### config.mk
export PLATFORM = sky130hd
export DESIGN_NAME = dmem_port_arbiter
export DESIGN_NICKNAME = d
export VERILOG_FILES = /design/src/rtl/dmem_pkg.sv /design/src/rtl/dmem_starve_cnt.sv /design/src/rtl/dmem_port_arbiter.sv
export SDC_FILE = /design/constraint.sdc
export NUM_CORES = 1
export LEC_CHECK = 0
export ABC_AREA = 1
export ABC_CLOCK_PERIOD_IN_PS = 1000
export BUFFER_PORTS_ARGS = -buffer_cell sky130_fd_sc_hd__buf_2
export CORE_MARGIN = 10
export CORE_UTILIZATION = 22
export DETAILED_ROUTE_END_ITERATION = 7
export HOLD_SLACK_MARGIN = 0.05
export PLACE_DENSITY = 0.85
export SYNTH_ARGS = -nofsm -noshare
export SYNTH_HDL_FRONTEND = slang
export SYNTH_SLANG_ARGS = --single-unit
export TNS_END_PERCENT = 100
### constraint.sdc
create_clock -name Clock -period 1 [get_ports Clock]
set_clock_uncertainty 0.2 [all_clocks]
set_input_delay 0.05 -clock Clock [delete_from_list [all_inputs] [get_ports Clock]]
set_output_delay 0.05 -clock Clock [all_outputs]
set_load 0.02 [all_outputs]
### src/rtl/dmem_pkg.sv
// Shared constants for the data-memory port arbiter: read-return owner encoding and datapath widths.
package dmem_pkg;

  localparam int DMEM_ADDR_W = 8;
  localparam int DMEM_DATA_W = 32;

  typedef enum logic [1:0] {
    OWN_NONE = 2'd0,
    OWN_PIPE = 2'd1,
    OWN_DMA  = 2'd2
  } rd_owner_e;

endpackage

### src/rtl/dmem_starve_cnt.sv
// Saturating DMA wait counter and force_dma compare.
// Only exists when DMEM_ARB_STARVE_GUARD_EN is defined.
`ifdef DMEM_ARB_STARVE_GUARD_EN
module dmem_starve_cnt #(
  parameter int STARVE_LIMIT = 4
) (
  input  logic clk_i,
  input  logic rst_ni,
  input  logic dma_req_i,
  input  logic dma_gnt_i,
  output logic force_dma_o
);

  localparam logic [3:0] LIMIT = 4'(STARVE_LIMIT);

  logic [3:0] cnt_q;
  logic [3:0] cnt_d;

  // Count waiting cycles; any grant or a dropped request restarts the count.
  always_comb begin
    cnt_d = cnt_q;
    if (!dma_req_i || dma_gnt_i) begin
      cnt_d = 4'd0;
    end else if (cnt_q != LIMIT) begin
      cnt_d = cnt_q + 4'd1;
    end else begin
      cnt_d = cnt_q;
    end
  end

  // Counter state register.
  always_ff @(posedge clk_i or negedge rst_ni) begin
    if (!rst_ni) begin
      cnt_q <= 4'd0;
    end else begin
      cnt_q <= cnt_d;
    end
  end

  assign force_dma_o = dma_req_i & (cnt_q == LIMIT);

endmodule
`endif

### src/rtl/dmem_port_arbiter.sv
// Pipeline/DMA arbiter for the single-port data memory, with next-cycle read-data steering.
// Optional DMA starvation guard: define DMEM_ARB_STARVE_GUARD_EN.
module dmem_port_arbiter
  import dmem_pkg::*;
#(
  parameter int STARVE_LIMIT = 4,
  parameter int ADDR_W       = DMEM_ADDR_W
) (
  input  logic                   Clock,
  input  logic                   Reset_,
  input  logic                   PipeReq,
  input  logic                   PipeWrite,
  input  logic [ADDR_W-1:0]      PipeAddr,
  input  logic [DMEM_DATA_W-1:0] PipeWData,
  output logic                   PipeStall,
  output logic                   PipeRValid,
  output logic [DMEM_DATA_W-1:0] PipeRData,
  input  logic                   DmaReq,
  input  logic                   DmaWrite,
  input  logic [ADDR_W-1:0]      DmaAddr,
  input  logic [DMEM_DATA_W-1:0] DmaWData,
  output logic                   DmaGnt,
  output logic                   DmaRValid,
  output logic [DMEM_DATA_W-1:0] DmaRData,
  output logic                   MemCen_,
  output logic                   MemWen_,
  output logic [ADDR_W-1:0]      MemAddr,
  output logic [DMEM_DATA_W-1:0] MemD,
  input  logic [DMEM_DATA_W-1:0] MemQ
);

  if (STARVE_LIMIT < 1 || STARVE_LIMIT > 15) begin : g_bad_limit
    $error("dmem_port_arbiter: STARVE_LIMIT must be within 1..15");
  end

  logic      force_dma;
  logic      pipe_gnt;
  logic      dma_gnt;
  rd_owner_e rd_owner_q;
  rd_owner_e rd_owner_d;

`ifdef DMEM_ARB_STARVE_GUARD_EN
  dmem_starve_cnt #(
    .STARVE_LIMIT (STARVE_LIMIT)
  ) u_starve_cnt (
    .clk_i       (Clock),
    .rst_ni      (Reset_),
    .dma_req_i   (DmaReq),
    .dma_gnt_i   (dma_gnt),
    .force_dma_o (force_dma)
  );
`else
  assign force_dma = 1'b0;
`endif

  // Grants are qualified with Reset_ so the macro stays idle while reset is held.
  assign pipe_gnt  = Reset_ & PipeReq & ~force_dma;
  assign dma_gnt   = Reset_ & DmaReq & (~PipeReq | force_dma);
  assign PipeStall = Reset_ & PipeReq & ~pipe_gnt;
  assign DmaGnt    = dma_gnt;

  // Drive the macro from the winner and record who owns next cycle's read data.
  always_comb begin
    MemCen_    = 1'b1;
    MemWen_    = 1'b1;
    MemAddr    = '0;
    MemD       = '0;
    rd_owner_d = OWN_NONE;
    case ({pipe_gnt, dma_gnt})
      2'b10: begin
        MemCen_    = 1'b0;
        MemWen_    = ~PipeWrite;
        MemAddr    = PipeAddr;
        MemD       = PipeWData;
        rd_owner_d = PipeWrite ? OWN_NONE : OWN_PIPE;
      end
      2'b01: begin
        MemCen_    = 1'b0;
        MemWen_    = ~DmaWrite;
        MemAddr    = DmaAddr;
        MemD       = DmaWData;
        rd_owner_d = DmaWrite ? OWN_NONE : OWN_DMA;
      end
      default: begin
        MemCen_    = 1'b1;
        MemWen_    = 1'b1;
        MemAddr    = '0;
        MemD       = '0;
        rd_owner_d = OWN_NONE;
      end
    endcase
  end

  // Return owner register; reset drops any in-flight read.
  always_ff @(posedge Clock or negedge Reset_) begin
    if (!Reset_) begin
      rd_owner_q <= OWN_NONE;
    end else begin
      rd_owner_q <= rd_owner_d;
    end
  end

  assign PipeRValid = (rd_owner_q == OWN_PIPE);
  assign DmaRValid  = (rd_owner_q == OWN_DMA);
  assign PipeRData  = PipeRValid ? MemQ : '0;
  assign DmaRData   = DmaRValid ? MemQ : '0;

endmodule
==> flow_metrics.tcl, run 1 <==
set metrics [dict create \
    outcome "aborted with a tool error" \
    stop_stage "global routing" \
    firstError "[ERROR GRT-0232] Routing congestion too high. Check the congestion heatmap in the GUI." \
    syn_area_per_cell_um2 4.18 \
    synthTopCellsByArea "nand2_1, nor2_1, inv_1, buf_4, dfrtp_1" \
    worst_endpoint "PipeRData[31]" \
    clockBufferDepth 2 \
    pin_count 228 \
    gr-total-overflow 108 \
    htree_levels 1 \
    synthDistinctLibCells 11 \
    synth_top_area_share 0.449 \
    syn_nets 372 \
    ys_ff_latch 2 \
    place.gp.congestion 0.811 \
    fp-row-count 25 \
    antenna_found_initial 3 \
    dp_hpwl_um 7030 \
    cts_root_buffer "clkbuf_8" \
    gr-usage-all-layers 0.654 \
    syn_inst 254 \
    yosysSeqAreaShare 0.0472 \
    grt_max_degree 18 \
    synth_top_area_cell "nand2_1" \
    cts_inserted_buffers 3 \
    dieHeight_um 89.4 \
    yosys_warnings 0 \
    clkSinkCount 2 \
    initial_utilization 0.226 \
    worst_endpoint_kind "top-level output" \
    die_x_um 89.4 \
    port-buffer-count 226 \
    synth.cell_area_um2 1060 \
]
[synthesized netlist by cell type]
master	n
nand2_1	127
nor2_1	65
dfrtp_1	2
buf_2	3
inv_1	41
buf_6	2
conb_1	1
nor2_4	1
nand3_1	1
inv_2	1
buf_4	10
[routing by layer]
layer,track usage,overflow
met5,0.0764,0
met4,0.821,45
met2,0.873,62
met3,0.478,0
met1,0.564,1
[kinds of logic after synthesis]
logic type	after synthesis	synth area share
flip-flops	2	0.0472
buffers and inverters	57	0.255
other	1	0.00353
AND/OR/NAND/NOR	194	0.695
[through the flow]
step	cells	setup WS [ns]	hold slack (ns)	instance area, um2	setup TNS [ns]
2_1_floorplan	254	-0.215	-0.446	1530	-13.11
3_3_place_gp	534	-0.323	-0.236	2830	-22.11
4_1_cts	557	-0.512	-0.0832	4410	-34.31
3_5_place_dp	534	-0.351	-0.232	2830	-24.04
[what timing repair did]
item / CTS
cloned: 10
buffers inserted: 10
hold endpoints to repair: 4
pin swaps: 45
endpoints found under the setup margin: 108
hold buffers: 1
resized for setup: 370
==> inputs of run 2 (changes only) <==
--- a/config.mk
+++ b/config.mk
@@ -6,13 +6,12 @@
 export NUM_CORES = 1
 export LEC_CHECK = 0
 export ABC_AREA = 1
-export ABC_CLOCK_PERIOD_IN_PS = 1000
+export ABC_CLOCK_PERIOD_IN_PS = 1300
 export BUFFER_PORTS_ARGS = -buffer_cell sky130_fd_sc_hd__buf_2
 export CORE_MARGIN = 10
-export CORE_UTILIZATION = 22
+export CORE_UTILIZATION = 20
 export DETAILED_ROUTE_END_ITERATION = 7
-export HOLD_SLACK_MARGIN = 0.05
-export PLACE_DENSITY = 0.85
+export PLACE_DENSITY_LB_ADDON = 0.15
 export SYNTH_ARGS = -nofsm -noshare
 export SYNTH_HDL_FRONTEND = slang
 export SYNTH_SLANG_ARGS = --single-unit
==> constraint.sdc (replaced) <==
create_clock -name Clock -period 1.3 [get_ports Clock]
set_clock_uncertainty 0.2 [all_clocks]
set_input_delay 0.065 -clock Clock [delete_from_list [all_inputs] [get_ports Clock]]
set_output_delay 0.065 -clock Clock [all_outputs]
set_load 0.02 [all_outputs]
==> flow_metrics.tcl, run 2 <==
set metrics [dict create \
    syn_area_per_cell_um2 4.18 \
    cp_slowest_cell "dfrtp_1" \
    max_cap_viol_count 0 \
    fmaxAchievable_mhz 686 \
    p_leak_nw 1.92 \
    final_cell_area_um2 2920 \
    layout_min_cycle_time_ns 1.46 \
    cts_tree "built" \
    drc 0 \
    synthFlopType "dfrtp_1" \
    post-synth-top-count-cell "nand2_1" \
    dieArea_um2 8620 \
    postLayoutCoreUtil 0.568 \
    top_regs "rd_owner_q: 2 flops" \
    port-buffer-count 226 \
    nets 599 \
    worstPathArrival_ns 1.19 \
    initial_utilization 0.206 \
    synth_top_area_cell "nand2_1" \
    cp_max_fo 10 \
    synth.cell_area_um2 1060 \
    crit_chain "nor2_4, inv_4, buf_12, nor2_2, buf_6" \
    clkSinkCount 2 \
    clk_pin_slew_ns 0.03 \
    syn_nets 372 \
    fp-row-count 26 \
    synthDistinctLibCells 11 \
    top_register "rd_owner_q" \
    most-common-layout-cells "buf_2, nand2_1, inv_1" \
    dieHeight_um 92.8 \
    synth_common_cells "nand2_1, nor2_1, inv_1, buf_4, buf_2" \
    synth_edf_count 0 \
    clockBufferDepth 2 \
    antenna_found_initial 0 \
    synth_top_area_share 0.449 \
    htree_levels 1 \
    n_fill_cell 505 \
    grt_pass1_vias 2359 \
    ys_ff_latch 2 \
    drt_iter0_drc 27 \
    rsz0062_at_grt "yes" \
    worstPathRequired_ns 1.03 \
    worstSetupStartpointType "register" \
    worst_setup_path_end_kind "output port" \
    final_common_cell "buf_2" \
    place.gp.congestion 0.808 \
    wl_um 7770 \
    pin_count 228 \
    finalSetupViolations 64 \
    fin_ws_ns -0.159 \
    yosys_warnings 0 \
    power_density_nw_per_um2 379 \
    crit_type "reg2out" \
    drive_gt1_frac 0.591 \
    dp_slack_ns 0.00917 \
    ant_nets 0 \
    coreArea_um2 5140 \
    syn_inst 254 \
    outcome "complete, but fails checks" \
    peakVddDrop_mv 0.240 \
    synthTopCellsByArea "nand2_1, nor2_1, inv_1, buf_4, dfrtp_1" \
    grt_max_degree 41 \
    dr.pass1.iters 4 \
    wl_per_cell_um 14.1 \
    hold_class "in2async" \
    min_period_over_period 1.12 \
    ys_async_sr_fraction 1.00 \
    area_delta_synth_final_pct 175 \
    place_area_um2 2460 \
    cts_root_buffer "clkbuf_8" \
    vias_per_cell 4.03 \
    drv_slew 0 \
    dp_hpwl_um 6420 \
    gr-usage-all-layers 0.162 \
    grt_pass1_wl_um 11600 \
    num_vias 2215 \
    largest_reg_flops 2 \
    antenna_cells 0 \
    yosysSeqAreaShare 0.0472 \
    hold_viol 0 \
    die_x_um 92.8 \
    cts_inserted_buffers 3 \
    gr-total-overflow 0 \
    fin_total_pwr_mw 1.11 \
    slowest_delay_ns 0.39 \
    violations "negative setup slack" \
]
==> run 2: cell counts after synthesis <==
Identical to the previous run, type by type.
==> run 2: kinds of logic (layout without fill, tap and decap cells) <==
group / after synthesis / after routing / share of synthesized area
other: 1 / 1 / 0.00353
AND/OR/NAND/NOR: 194 / 194 / 0.695
buffers and inverters: 57 / 282 / 0.255
flip-flops: 2 / 2 / 0.0472
==> run 2: metrics by stage <==
| stage | hold WS (ns) | cells | setup TNS (ns) |
|---|---|---|---|
| floorplan | -0.431 | 254 | -0.490 |
| global route | 0.0280 | 549 | -12.61 |
| detailed placement | -0.323 | 541 | 0 |
| global placement | -0.325 | 541 | 0 |
| CTS | 0.0169 | 548 | -9.24 |
| finish | 0.0201 | 549 | -8.25 |
==> run 2: routing by layer <==
layer / GRT usage / routed length (um) / vias to the layer above
met5: 0 / 0 / -
met4: 0.0553 / 85 / 0
met2: 0.314 / 4180 / 128
met1: 0.138 / 2500 / 924
met3: 0.0847 / 1000 / 6
li1: - / - / 1157
==> run 2: power breakdown <==
| group | switching, mW | leakage, nW | internal, mW |
|---|---|---|---|
| Clock | 0.0476 | 0.0216 | 0.196 |
| Combinational | 0.454 | 1.87 | 0.344 |
| Sequential | 0.00129 | 0.0272 | 0.0648 |
| Total | 0.503 | 1.92 | 0.605 |
==> run 2: timing repair <==
| action | CTS | global route |
|---|---|---|
| cloned | 1 | 0 |
| hold endpoints to repair | 4 | 0 |
| hold buffers | 3 | 0 |
| resized for setup | 97 | 24 |
| endpoints found under the setup margin | 65 | 65 |
| buffers inserted | 0 | 1 |
| pin swaps | 0 | 1 |
==> run 2: final cells by class <==
type	instances	area, um2	share of cell area
inverter	42	160	0.0549
clock buffer	3	41.3	0.0141
timing repair buffer	237	1610	0.551
sequential	2	50.0	0.0171
tap	70	87.6	0.0300
multi-input combinational	195	971	0.333
==> run 2: how the worst max path moves through the flow <==
stage / start / end / depth (start not counted)
2_1_floorplan: rd_owner_q[1] / PipeRData[10] / 4
3_3_place_gp: rd_owner_q[0] / PipeRData[8] / 6
3_5_place_dp: rd_owner_q[1] / PipeRData[6] / 5
4_1_cts: rd_owner_q[1] / PipeRData[17] / 5
5_1_grt: rd_owner_q[1] / PipeRData[4] / 5
6_report: rd_owner_q[1] / PipeRData[3] / 5
==> run 2: critical path: cells and delay by family, from the launching register on <==
family                 cells  cell delay (ns)
AND/OR/NAND/NOR            2             0.22
flip-flops                 1             0.39
buffers and inverters      3             0.36
No activity file was read; power rests on OpenSTA's default activity.
